### src/rtl/serial_adder_fsm.sv
// Bit-serial adder: S = A + B + Cin, one bit per clock, built around a minterm full adder.
// Optional signed-overflow output V is enabled by defining SERIAL_ADD_OVF_EN.

module serial_adder_fa (
    input  logic a_i,
    input  logic b_i,
    input  logic c_i,
    output logic s_o,
    output logic co_o
);
    logic [7:0] m;

    // m[k] is high when {a,b,c} equals minterm k
    for (genvar k = 0; k < 8; k++) begin : g_mt
        assign m[k] = ({a_i, b_i, c_i} == 3'(k));
    end

    assign s_o  = m[1] | m[2] | m[4] | m[7];
    assign co_o = m[3] | m[5] | m[6] | m[7];
endmodule

module serial_adder_fsm #(
    parameter int WIDTH = 8
) (
    input  logic             clk,
    input  logic             rst_n,
    input  logic             start_i,
    input  logic [WIDTH-1:0] a_i,
    input  logic [WIDTH-1:0] b_i,
    input  logic             cin_i,
    output logic             busy_o,
    output logic             done_o,
    output logic [WIDTH-1:0] s_o,
    output logic             cout_o
`ifdef SERIAL_ADD_OVF_EN
    ,
    output logic             v_o
`endif
);
    localparam int NW = $clog2(WIDTH + 1);
    localparam logic [NW-1:0] N_LAST = NW'(WIDTH - 1);

    typedef enum logic [1:0] {IDLE, SHIFT, DONE} state_e;

    state_e           state_q;
    logic [WIDTH-1:0] ra_q, rb_q, s_q;
    logic             c_q, cout_q, busy_q, done_q;
    logic [NW-1:0]    n_q;
    logic [WIDTH-1:0] ra_d, rb_d, s_d;
    logic             fa_s, fa_c;

    serial_adder_fa u_fa (
        .a_i  (ra_q[0]),
        .b_i  (rb_q[0]),
        .c_i  (c_q),
        .s_o  (fa_s),
        .co_o (fa_c)
    );

    assign ra_d = {1'b0, ra_q[WIDTH-1:1]};
    assign rb_d = {1'b0, rb_q[WIDTH-1:1]};
    assign s_d  = {fa_s, s_q[WIDTH-1:1]};

`ifdef SERIAL_ADD_OVF_EN
    localparam logic [NW-1:0] N_PEN = NW'(WIDTH - 2);
    logic cmsb_q, v_q;
`endif

    always_ff @(posedge clk or negedge rst_n) begin
        if (!rst_n) begin
            state_q <= IDLE;
            ra_q    <= '0;
            rb_q    <= '0;
            c_q     <= 1'b0;
            n_q     <= '0;
            s_q     <= '0;
            cout_q  <= 1'b0;
            busy_q  <= 1'b0;
            done_q  <= 1'b0;
`ifdef SERIAL_ADD_OVF_EN
            cmsb_q  <= 1'b0;
            v_q     <= 1'b0;
`endif
        end else begin
            case (state_q)
                IDLE, DONE: begin
                    done_q <= 1'b0;
                    if (start_i) begin
                        ra_q    <= a_i;
                        rb_q    <= b_i;
                        c_q     <= cin_i;
                        n_q     <= '0;
                        s_q     <= '0;
                        busy_q  <= 1'b1;
                        state_q <= SHIFT;
                    end else begin
                        state_q <= IDLE;
                    end
                end
                SHIFT: begin
                    ra_q <= ra_d;
                    rb_q <= rb_d;
                    s_q  <= s_d;
                    c_q  <= fa_c;
                    n_q  <= n_q + 1'b1;
`ifdef SERIAL_ADD_OVF_EN
                    // carry into the sign bit, needed for the overflow flag
                    if (n_q == N_PEN) cmsb_q <= fa_c;
`endif
                    if (n_q == N_LAST) begin
                        cout_q  <= fa_c;
`ifdef SERIAL_ADD_OVF_EN
                        v_q     <= cmsb_q ^ fa_c;
`endif
                        busy_q  <= 1'b0;
                        done_q  <= 1'b1;
                        state_q <= DONE;
                    end
                end
                default: begin
                    busy_q  <= 1'b0;
                    done_q  <= 1'b0;
                    state_q <= IDLE;
                end
            endcase
        end
    end

    assign busy_o = busy_q;
    assign done_o = done_q;
    assign s_o    = s_q;
    assign cout_o = cout_q;
`ifdef SERIAL_ADD_OVF_EN
    assign v_o    = v_q;
`endif
endmodule

### config.mk
export PLATFORM = sky130hd
export DESIGN_NAME = serial_adder_fsm
export DESIGN_NICKNAME = d
export VERILOG_FILES = /design/src/rtl/serial_adder_fsm.sv
export SDC_FILE = /design/constraint.sdc
export NUM_CORES = 1
export LEC_CHECK = 0
export CORE_AREA = 2 2 51 53
export DETAILED_ROUTE_END_ITERATION = 16
export DIE_AREA = 0 0 53 55
export DONT_BUFFER_PORTS = 1
export PLACE_DENSITY = 0.74
export SYNTH_ARGS = -nofsm -noshare
export SYNTH_HDL_FRONTEND = slang
export SYNTH_SLANG_ARGS = --single-unit
### constraint.sdc
create_clock -name clk -period 2.2 [get_ports clk]
set_input_delay 0.22 -clock clk [delete_from_list [all_inputs] [get_ports clk]]
set_output_delay 0.22 -clock clk [all_outputs]
set_load 0.02 [all_outputs]
==> flow_summary.yaml, run 1 <==
setup_path:
  endpoint_kind: "flip-flop"
  r2r_cells: 4
  critical_path.reg2reg.startpoint: "state_q[1]$_DFFE_PN0P_"
  reg_to_reg_endpoint: "rb_q[0]$_DFFE_PN0P_"
  worst_ep_required_time_ns: 2.42
  crit_fanout: 15
  timing.setup.critical_path_class: "reg -> reg"
  r2r_slack_ns: 0.56
  worstSetupStartpointType: "flip-flop"
  cell_chain_of_the_critical_path: "nor2b_4 > buf_4 > nor3_2 > a221o_1"
  cp_data_arrival_time_ns: 1.86
  cp_slowest_cell: "sky130_fd_sc_hd__dfrtp_1"
  cp_slowest_stage_delay_ns: 0.50
placed_design:
  post-dp-hpwl_mm: 1.58
  gp_congestion: 0.690
  port_buffers: 0
  numPlacedInstances: 129
power_and_ir_drop:
  power.share.switching_pct: 38.4
  p_seq_share_pct: 49.2
  fin_total_pwr_mw: 2.39
  p_switching_mw: 0.918
  comb_power_share_pct: 36.6
  peakVddDrop_mv: 0.927
  cellInternalPower_mw: 1.47
  cellLeakagePower_nw: 0.768
  p_per_area_mw_per_mm2: 1570
  clkPwrFrac_pct: 14.2
detailed_routing:
  drt-total-wl_mm: 2.54
  wl_met3_um: 164
  routedLengthMet1_mm: 1.11
  ant_nets: 0
  routed-wl-met2_mm: 1.22
  via_count_normalized_by_instance_count: 6.23
  detailedRoute.firstPassIterationCount: 4
  route.detailed.drc: 0
  detail_route.iter0.violations: 13
  routed.top_layer: "met4"
  drt-wirelength-per-cell_um: 18.3
  vias: 866
synth:
  synth_area_mm2: 0.00144
  count_of_warnings_emitted_by_yosys: 0
  yosys-top-cells-count: "sky130_fd_sc_hd__dfrtp_1 (33), sky130_fd_sc_hd__a22o_1 (23), sky130_fd_sc_hd__a21o_1 (13), sky130_fd_sc_hd__buf_2 (4)"
  post_synth_main_area_contributors: "sky130_fd_sc_hd__dfrtp_1 (57%), sky130_fd_sc_hd__a22o_1 (14%), sky130_fd_sc_hd__a21o_1 (6.8%)"
  synth_seq_area_share_pct: 57.4
  syn_avg_cell_area_um2: 13.7
  synth_top_area_cell: "sky130_fd_sc_hd__dfrtp_1"
  yosysUniqueCellTypes: 26
  dominantRegCellSynth: "sky130_fd_sc_hd__dfrtp_1"
  post-synth-top-area-fraction_pct: 57.4
  synth_edf_count: 0
  synthMostInstantiatedCell: "sky130_fd_sc_hd__dfrtp_1"
  syn_nets: 127
  ys_async_sr_fraction_pct: 100
  synth_seq_cells: 33
  postSynthCellCount: 105
clocking:
  clock_tree.root_cell: "sky130_fd_sc_hd__clkbuf_4"
  clkTransAtPathRegs_ns: 0.09
  tritoncts: "yes"
  numClockSinks: 33
  cts_setup_buffers: 0
  clk-insertion-delay-late_ns: 0.33
  cts_htree_levels: 2
  max-clock-path-buffers: 2
  numCtsBuffers: 5
timing:
  maxSlewHeadroom_pct: 62.3
  maxSlewViolCount: 0
  rsz0062_at_grt: "false"
  hold_viol_final: 0
  post-route-period-util_pct: 74.7
  timing.final.crit_period_ns: 1.64
  report.final.setup_viol: 0
  totalNegativeSetupSlack_ns: 0
  worstMarginPinSlew_ns: 0.564
  timing.fmax_mhz: 609
  post_route_skew_ns: 0.00523
final_layout:
  syn_to_final_growth_pct: 5.66
  final_cell_count_no_fill: 139
  drive_above_1_share_pct: 13.8
  diodes: 0
  num-nets-final: 131
floorplanning:
  initial_utilization_pct: 60.8
  core-area_mm2: 0.00236
  io_pins: 31
  row_count: 18
  die_y_um: 55
  chipWidth_um: 53
  design.die.area_mm2: 0.00292
grt:
  grt_antenna_before_repair: 0
  global_route.overflow_total: 0
  first_pass_grt_wire_length_mm: 4.15
  track_usage_pct: 21.0
  grt_pass1_vias: 911
  grt_start_max_net_pins: 34
min_path:
  worstHoldPathCells: 1
  hold_path_class: "in -> reg"
  hold-path-endpoint: "ra_q[7]$_DFFE_PN0P_"
  min-delay-start: "a_i[7]"
job:
  max_cap_viol: 0
outcome:
  status: "complete, no violations"
## routing by layer
layer,track usage [%],vias to the layer above
li1,-,400
met1,26.4,437
met2,31.5,24
met3,9.41,5
met4,8.97,0
met5,0,-
## worst max path at each step
stage,startpoint,to,slack [ns]
after CTS,state_q[1]$_DFFE_PN0P_,rb_q[0]$_DFFE_PN0P_,0.54
final,state_q[1]$_DFFE_PN0P_,rb_q[0]$_DFFE_PN0P_,0.56
after floorplan,state_q[1]$_DFFE_PN0P_,rb_q[0]$_DFFE_PN0P_,0.88
after global placement,state_q[1]$_DFFE_PN0P_,rb_q[0]$_DFFE_PN0P_,0.61
after detailed placement,state_q[1]$_DFFE_PN0P_,rb_q[0]$_DFFE_PN0P_,0.56
after global routing,state_q[1]$_DFFE_PN0P_,rb_q[0]$_DFFE_PN0P_,0.47
## per-stage QoR
stage	hold WS [ns]	worst slack [ns]	area, um^2	utilization, %
2_1_floorplan	-0.0756	0.881	1440	-
3_3_place_gp	-0.0749	0.609	1420	60.2
3_5_place_dp	-0.0749	0.558	1420	60.2
4_1_cts	0.00735	0.543	1510	63.8
5_1_grt	0.0153	0.466	1520	64.2
6_report	0.0297	0.557	1520	64.2
## power groups by stage
| stage | logic, mW | clock network [mW] | registers (mW) |
|---|---|---|---|
| final | 0.875 | 0.339 | 1.18 |
| after CTS | 0.888 | 0.354 | 1.18 |
| after detailed placement | 0.867 | 0 | 1.19 |
| after floorplan | 0.811 | 0 | 1.13 |
| after global placement | 0.830 | 0 | 1.17 |
| after global routing | 0.995 | 0.379 | 1.21 |
## registers in the layout (all words and copies together) (netlist names)
signal and cells:
busy_o 1, ra_q 8, s_o 8, c_q 1
rb_q 8, state_q 2, n_q 4, cout_o 1
## final cells by class
cell class | count | area, um^2
fill | 198 | 846
multi-input combinational | 62 | 542
tap | 30 | 37.5
timing repair buffer | 4 | 47.5
clock buffer | 7 | 55.1
sequential | 33 | 826
inverter | 3 | 11.3
## cells in the final DEF (no fill, tap or decap), drive strengths merged
master	synthesis	routed
o2bb2ai	1	1
nand2b	1	1
nor2	4	4
dfrtp	33	33
mux2i	2	2
nor2b	2	2
o21ai	2	2
nand4	1	1
inv	3	3
and2b	1	1
o31ai	1	1
dlygate4sd3	0	2
fa	1	1
nand3b	2	2
a22o	23	23
nor3	2	2
or2b	1	1
ha	1	1
clkbuf	0	7
buf	7	2
mux2	1	1
a21o	13	13
a221o	3	3
## repair_timing
item	CTS	global route
hold buffers	2	1
hold endpoints to repair	33	1
resized for setup	0	0
## cells by family after synthesis
| kind of cell | count (synthesis) | share of synthesized area, % |
|---|---|---|
| compound gates | 43 | 24.7 |
| flops | 33 | 57.4 |
| simple gates | 14 | 8.53 |
| buf+inv | 10 | 4.87 |
| mux | 3 | 2.18 |
| fa+ha+maj | 2 | 2.26 |
## critical path: cells and delay by family (launching register included)
| kind | cells | cell delay (ns) |
|---|---|---|
| buffers and inverters | 1 | 0.30 |
| flip-flops | 1 | 0.50 |
| AND/OR/NAND/NOR | 2 | 0.46 |
| AO/OA/AOI/OAI | 1 | 0.27 |
(Power assumes the default switching activity.)
==> run 2, diff against run 1 <==
- CORE_AREA: 2 2 51 53 -> 2 2 55 57
- DIE_AREA: 0 0 53 55 -> 0 0 57 59
- PLACE_DENSITY: 0.74 -> 0.67
- clock period: 2.2 -> 1.5 ns (I/O delays scaled with it)
==> run 2 against run 1 <==
Net effect:
- utilization down 5.3 points
- first-iteration DRC count up 31%
- die area up 15%
- cell count up 6.5%
- global-route usage down 3.2 points
- largest cell class unchanged
- total power up 49%
==> flow_summary.yaml, run 2 (synthesis gave the netlist of run 1 again) <==
floorplanning:
  chipWidth_um: 57
  row_count: 19
  initial_utilization_pct: 53.0
  io_pins: 31
  die_y_um: 59
  core-area_mm2: 0.00271
  design.die.area_mm2: 0.00336
final_layout:
  num-nets-final: 140
  final_cell_count_no_fill: 148
  syn_to_final_growth_pct: 11.1
  layout.core_utilization_pct: 59.0
  layout.cells.most_common: "sky130_fd_sc_hd__dfrtp_1"
  diodes: 0
  drive_above_1_share_pct: 17.1
  stdcell_area_mm2: 0.00160
  layout.cells.most_common_list: "sky130_fd_sc_hd__dfrtp_1 (33), sky130_fd_sc_hd__a22o_1 (23), sky130_fd_sc_hd__a21o_1 (13)"
setup_path:
  crit_buf_inv: 1
  endpoint_kind: "flip-flop"
  r2r_cells: 4
  cp_slowest_stage_delay_ns: 0.40
  cp_data_arrival_time_ns: 1.56
  r2r_slack_ns: 0.16
  worst_ep_required_time_ns: 1.72
  cell_chain_of_the_critical_path: "and2b_4 > nor2_4 > buf_4 > a21o_1"
  cp_top_family: "simple AND/OR/NAND/NOR gates"
  reg_to_reg_endpoint: "rb_q[4]$_DFFE_PN0P_"
  cp_slowest_cell: "sky130_fd_sc_hd__dfrtp_1"
  crit_fanout: 14
  worstSetupStartpointType: "flip-flop"
  timing.setup.critical_path_class: "reg -> reg"
  critical_path.reg2reg.startpoint: "state_q[0]$_DFFE_PN0P_"
clocking:
  tritoncts: "yes"
  clk-insertion-delay-late_ns: 0.33
  cts_setup_buffers: 0
  clkTransAtPathRegs_ns: 0.09
  numClockSinks: 33
  clock_tree.root_cell: "sky130_fd_sc_hd__clkbuf_4"
  max-clock-path-buffers: 2
  post_cts.resized_instances: 0
  cts_htree_levels: 2
  post_cts_hold_buffer_count: 7
  numCtsBuffers: 5
grt:
  track_usage_pct: 17.8
  grt_start_max_net_pins: 34
  global_route.overflow_total: 0
  grt_antenna_before_repair: 0
  grt_pass1_vias: 935
  first_pass_grt_wire_length_mm: 4.47
timing:
  post-route-period-util_pct: 89.3
  worstMarginPinSlew_ns: 0.303
  rsz0062_at_grt: "false"
  report.final.setup_viol: 0
  timing.final.crit_period_ns: 1.34
  hold_viol_final: 0
  timing.fmax_mhz: 747
  maxSlewViolCount: 0
  post_route_skew_ns: 0.00697
  maxSlewHeadroom_pct: 79.8
  totalNegativeSetupSlack_ns: 0
min_path:
  hold-path-endpoint: "busy_o$_DFFE_PN0P_"
  hold_path_class: "in -> reg"
  min-delay-start: "start_i"
  worstHoldPathCells: 2
power_and_ir_drop:
  cellInternalPower_mw: 2.21
  comb_power_share_pct: 39.8
  peakVddDrop_mv: 1.38
  power.share.switching_pct: 37.9
  p_switching_mw: 1.35
  cellLeakagePower_nw: 0.810
  p_seq_share_pct: 48.2
  p_per_area_mw_per_mm2: 2230
  clkPwrFrac_pct: 11.9
outcome:
  status: "complete, no violations"
placed_design:
  detailed_place.area_mm2: 0.00148
  port_buffers: 0
  post-dp-hpwl_mm: 1.73
  gp_congestion: 0.818
  numPlacedInstances: 135
detailed_routing:
  via_count_normalized_by_instance_count: 6.23
  drt-wirelength-per-cell_um: 17.5
  detail_route.iter0.violations: 17
  ant_nets: 0
  route.detailed.drc: 0
  drt-total-wl_mm: 2.59
  vias: 922
  detailedRoute.firstPassIterationCount: 4
job:
  max_cap_viol: 0
[run 2: cell types whose count changed in the layout (fill, tap and decap cells not counted)]
cell	delta
sky130_fd_sc_hd__buf_4	+4
sky130_fd_sc_hd__dlygate4sd3_1	+4
sky130_fd_sc_hd__buf_12	+1
sky130_fd_sc_hd__clkbuf_1	-1
sky130_fd_sc_hd__clkbuf_8	-1
sky130_fd_sc_hd__clkinv_2	+1
[run 2: metrics by stage]
step | worst slack [ns] | hold WS (ns) | power (mW)
2_1_floorplan | 0.181 | -0.146 | 2.85
3_3_place_gp | 0.195 | -0.145 | 3.08
3_5_place_dp | 0.162 | -0.144 | 3.12
4_1_cts | 0.158 | 0.0115 | 3.59
5_1_grt | 0.0891 | 0.000287 | 3.84
6_report | 0.161 | 0.0122 | 3.57
[run 2: power groups by stage]
stage	clock, mW	sequential [mW]	combinational, mW
6_report	0.426	1.72	1.42
5_1_grt	0.493	1.76	1.59
4_1_cts	0.444	1.72	1.43
3_5_place_dp	0	1.73	1.39
3_3_place_gp	0	1.72	1.35
2_1_floorplan	0	1.66	1.19
[run 2: area by class of cell]
class	instances	area, um^2
clock buffers	5	37.5
fillers	237	1110
clock inverters	1	5.00
repair buffers	13	138
flip-flops and latches	33	826
inverters	3	11.3
multi-input cells	62	542
well taps	31	38.8
[run 2: how the worst max path moves through the flow]
stage               cells after the start                   to                   start
floorplan                               5  rb_q[0]$_DFFE_PN0P_  state_q[1]$_DFFE_PN0P_
global placement                        4  rb_q[4]$_DFFE_PN0P_  state_q[0]$_DFFE_PN0P_
detailed placement                      4  rb_q[4]$_DFFE_PN0P_  state_q[0]$_DFFE_PN0P_
CTS                                     4   s_o[4]$_DFFE_PN0P_  state_q[0]$_DFFE_PN0P_
global route                            4   s_o[6]$_DFFE_PN0P_  state_q[0]$_DFFE_PN0P_
finish                                  4  rb_q[4]$_DFFE_PN0P_  state_q[0]$_DFFE_PN0P_
[run 2: routing by layer]
layer / global-route usage [%] / up-vias / wire length [um]
met4: 6.98 / 0 / 51
met5: 0 / - / 0
met1: 22.3 / 469 / 1090
met3: 7.64 / 6 / 143
met2: 27.6 / 26 / 1300
li1: - / 421 / -
[run 2: worst register-to-register path, cell delays in order, from the launching register on]
cell and delay [ns]:
sky130_fd_sc_hd__dfrtp_1 0.40, sky130_fd_sc_hd__and2b_4 0.38, sky130_fd_sc_hd__nor2_4 0.09, sky130_fd_sc_hd__buf_4 0.18, sky130_fd_sc_hd__a21o_1 0.18
==> run 3, diff against run 2 <==
--- a/config.mk
+++ b/config.mk
@@ -7,7 +7,9 @@
 export LEC_CHECK = 0
-export CORE_AREA = 2 2 55 57
+export ABC_AREA = 1
+export CORE_AREA = 2 2 56 58
 export DETAILED_ROUTE_END_ITERATION = 16
-export DIE_AREA = 0 0 57 59
+export DIE_AREA = 0 0 58 60
 export DONT_BUFFER_PORTS = 1
-export PLACE_DENSITY = 0.67
+export PLACE_DENSITY = 0.69
+export REMOVE_ABC_BUFFERS = 1
 export SYNTH_ARGS = -nofsm -noshare
--- a/constraint.sdc
+++ b/constraint.sdc
@@ -3,2 +3,2 @@
 set_output_delay 0.15 -clock clk [all_outputs]
-set_load 0.02 [all_outputs]
+set_load 0.05 [all_outputs]
==> run 3 against run 2 <==
Net effect:
- clock power rose by 18%
- wire length rose by 13%
- total power rose by 11%
- die area rose by 3.5%
- clock-buffer cell count rose by 2
- maximum frequency rose by 2.2%
- setup slack improved by 0.029 ns
- sequential share of layout area fell by 6.3 points
- utilization rose by 3.8 points
- synthesized cell count rose by 84%
- critical endpoint is now ra_q[5]$_DFFE_PN0P_
- highest routed layer unchanged
==> flow_summary.yaml, run 3 <==
synth:
  synth_seq_cells: 33
  yosysUniqueCellTypes: 18
  post_synth_main_area_contributors: "sky130_fd_sc_hd__dfrtp_1 (54%), sky130_fd_sc_hd__nand2_1 (23%), sky130_fd_sc_hd__inv_1 (7.8%)"
  synth_area_mm2: 0.00153
  synth_top_area_cell: "sky130_fd_sc_hd__dfrtp_1"
  synth_edf_count: 0
  syn_avg_cell_area_um2: 7.95
  postSynthCellCount: 193
  count_of_warnings_emitted_by_yosys: 0
  synthMostInstantiatedCell: "sky130_fd_sc_hd__nand2_1"
  synth_seq_area_share_pct: 53.8
  post-synth-top-area-fraction_pct: 53.8
  dominantRegCellSynth: "sky130_fd_sc_hd__dfrtp_1"
  ys_async_sr_fraction_pct: 100
  yosys-top-cells-count: "sky130_fd_sc_hd__nand2_1 (95), sky130_fd_sc_hd__dfrtp_1 (33), sky130_fd_sc_hd__inv_1 (32), sky130_fd_sc_hd__o22ai_1 (8), sky130_fd_sc_hd__nand3_1 (5)"
final_layout:
  num-nets-final: 242
  syn_to_final_growth_pct: 18.7
  num-fill-cells: 257
  drive_above_1_share_pct: 10.9
  stdcell_area_mm2: 0.00182
  final_cell_count_no_fill: 253
  diodes: 0
  multiInputGateArea_um2: 539
  layout.core_utilization_pct: 62.7
  layout.cells.most_common: "sky130_fd_sc_hd__nand2_1"
  layout.cells.most_common_list: "sky130_fd_sc_hd__nand2_1 (95), sky130_fd_sc_hd__dfrtp_1 (33), sky130_fd_sc_hd__inv_1 (32)"
  regArea_um2: 826
floorplanning:
  initial_utilization_pct: 52.8
  chipWidth_um: 58
  row_count: 20
  design.die.area_mm2: 0.00348
  io_pins: 31
  core-area_mm2: 0.00290
  die_y_um: 60
clocking:
  clkTransAtPathRegs_ns: 0.10
  numClockSinks: 33
  tritoncts: "yes"
  max-clock-path-buffers: 2
  numCtsBuffers: 5
  post_cts.resized_instances: 0
  clock_tree.root_cell: "sky130_fd_sc_hd__clkbuf_4"
  cts_htree_levels: 2
  clk-insertion-delay-late_ns: 0.33
timing:
  layout_setup_ws_ns: 0.189
  timing.hold.ws_ns: 0.0162
  totalNegativeSetupSlack_ns: 0
  report.final.setup_viol: 0
  post_route_skew_ns: 0.00747
  rsz0062_at_grt: "false"
  post-route-period-util_pct: 87.4
  timing.final.crit_period_ns: 1.31
  maxSlewViolCount: 0
  hold_viol_final: 0
  worstMarginPinSlew_ns: 0.488
  timing.fmax_mhz: 763
  maxSlewHeadroom_pct: 67.5
grt:
  grt_antenna_before_repair: 0
  global_route.overflow_total: 0
  first_pass_grt_wire_length_mm: 5.03
  grt_pass1_vias: 1191
  track_usage_pct: 19.9
  grt_start_max_net_pins: 34
outcome:
  status: "complete, no violations"
detailed_routing:
  detailedRoute.firstPassIterationCount: 4
  drt-total-wl_mm: 2.92
  drt-wirelength-per-cell_um: 11.5
  ant_nets: 0
  vias: 1242
  route.detailed.drc: 0
  via_count_normalized_by_instance_count: 4.91
  detail_route.iter0.violations: 32
placed_design:
  port_buffers: 0
  detailed_place.area_mm2: 0.00161
  post-dp-hpwl_mm: 1.95
  numPlacedInstances: 231
  gp_congestion: 0.831
  dp_slack_ns: 0.208
min_path:
  min-delay-start: "a_i[4]"
  hold_path_class: "in -> reg"
setup_path:
  cp_data_arrival_time_ns: 1.58
  endpoint_kind: "flip-flop"
  critical_path.reg2reg.startpoint: "state_q[1]$_DFFE_PN0P_"
  worst_ep_required_time_ns: 1.77
  crit_start: "state_q[1]$_DFFE_PN0P_"
  timing.setup.critical_path_class: "reg -> reg"
  crit_fanout: 20
  worstSetupStartpointType: "flip-flop"
power_and_ir_drop:
  fin_total_pwr_mw: 3.97
  p_per_area_mw_per_mm2: 2180
  cellLeakagePower_nw: 1.03
  peakVddDrop_mv: 1.63
job:
  max_cap_viol: 0
[run 3: cell types whose count changed in the layout (fill, tap and decap cells not counted), moves of 3 or more]
cell	before	now
sky130_fd_sc_hd__a21o_1	13	0
sky130_fd_sc_hd__nand2_1	0	95
sky130_fd_sc_hd__dlygate4sd3_1	6	14
sky130_fd_sc_hd__a221o_1	3	0
sky130_fd_sc_hd__a22o_1	23	0
sky130_fd_sc_hd__nand3_1	0	5
sky130_fd_sc_hd__inv_1	3	32
sky130_fd_sc_hd__o22ai_1	0	8
sky130_fd_sc_hd__buf_4	5	10
[run 3: kinds of logic after synthesis]
family	after synthesis	share of synthesized area, %
AO/OA/AOI/OAI	10	3.92
flip-flops	33	53.8
buffers and inverters	38	11.0
adder cells (fa/ha/maj)	2	2.12
AND/OR/NAND/NOR	110	29.1
[run 3: layout make-up]
type / count / share of cell area (%)
flip-flops and latches: 33 / 45.4
clock buffers: 7 / 3.02
repair buffers: 25 / 12.9
inverters: 33 / 6.80
multi-input cells: 122 / 29.6
well taps: 33 / 2.27
[run 3: where the power goes]
| part | internal [mW] | leakage (nW) | switching [mW] |
|---|---|---|---|
| sequential | 1.28 | 0.418 | 0.378 |
| combinational | 0.615 | 0.577 | 1.19 |
| clock | 0.221 | 0.0314 | 0.283 |
| total | 2.12 | 1.03 | 1.85 |
[run 3: critical path, cell delays in order, from the launching register on]
cell and delay (ns):
sky130_fd_sc_hd__dfrtp_1 0.43, sky130_fd_sc_hd__inv_1 0.07, sky130_fd_sc_hd__nand2_2 0.16, sky130_fd_sc_hd__nand2_4 0.12
sky130_fd_sc_hd__inv_2 0.27, sky130_fd_sc_hd__nand2_1 0.10, sky130_fd_sc_hd__nand2_1 0.09
[run 3: layer usage]
metal | global-route usage (%) | up-vias | routed length [um]
li1 | - | 624 | -
met1 | 22.0 | 581 | 1220
met2 | 35.2 | 30 | 1470
met3 | 6.71 | 7 | 160
met4 | 7.97 | 0 | 67
met5 | 0 | - | 0
[run 3: path summary, 6_finish.rpt]
| kind | cells after the start | slack [ns] | end |
|---|---|---|---|
| min in group asynchronous | 2 | 0.27 | state_q[0]$_DFFE_PN0P_ |
| max in group asynchronous | 2 | 1.06 | n_q[1]$_DFFE_PN0P_ |
| min reg2reg | 2 | 0.48 | rb_q[7]$_DFFE_PN0P_ |
| max reg2reg | 6 | 0.19 | ra_q[5]$_DFFE_PN0P_ |
| min | 4 | 0.02 | ra_q[4]$_DFFE_PN0P_ |
| max | 6 | 0.19 | ra_q[5]$_DFFE_PN0P_ |
[run 3: what timing repair did]
item	in CTS	in global routing
hold buffers	15	0
hold endpoints to repair	46	0
buffers inserted	0	0
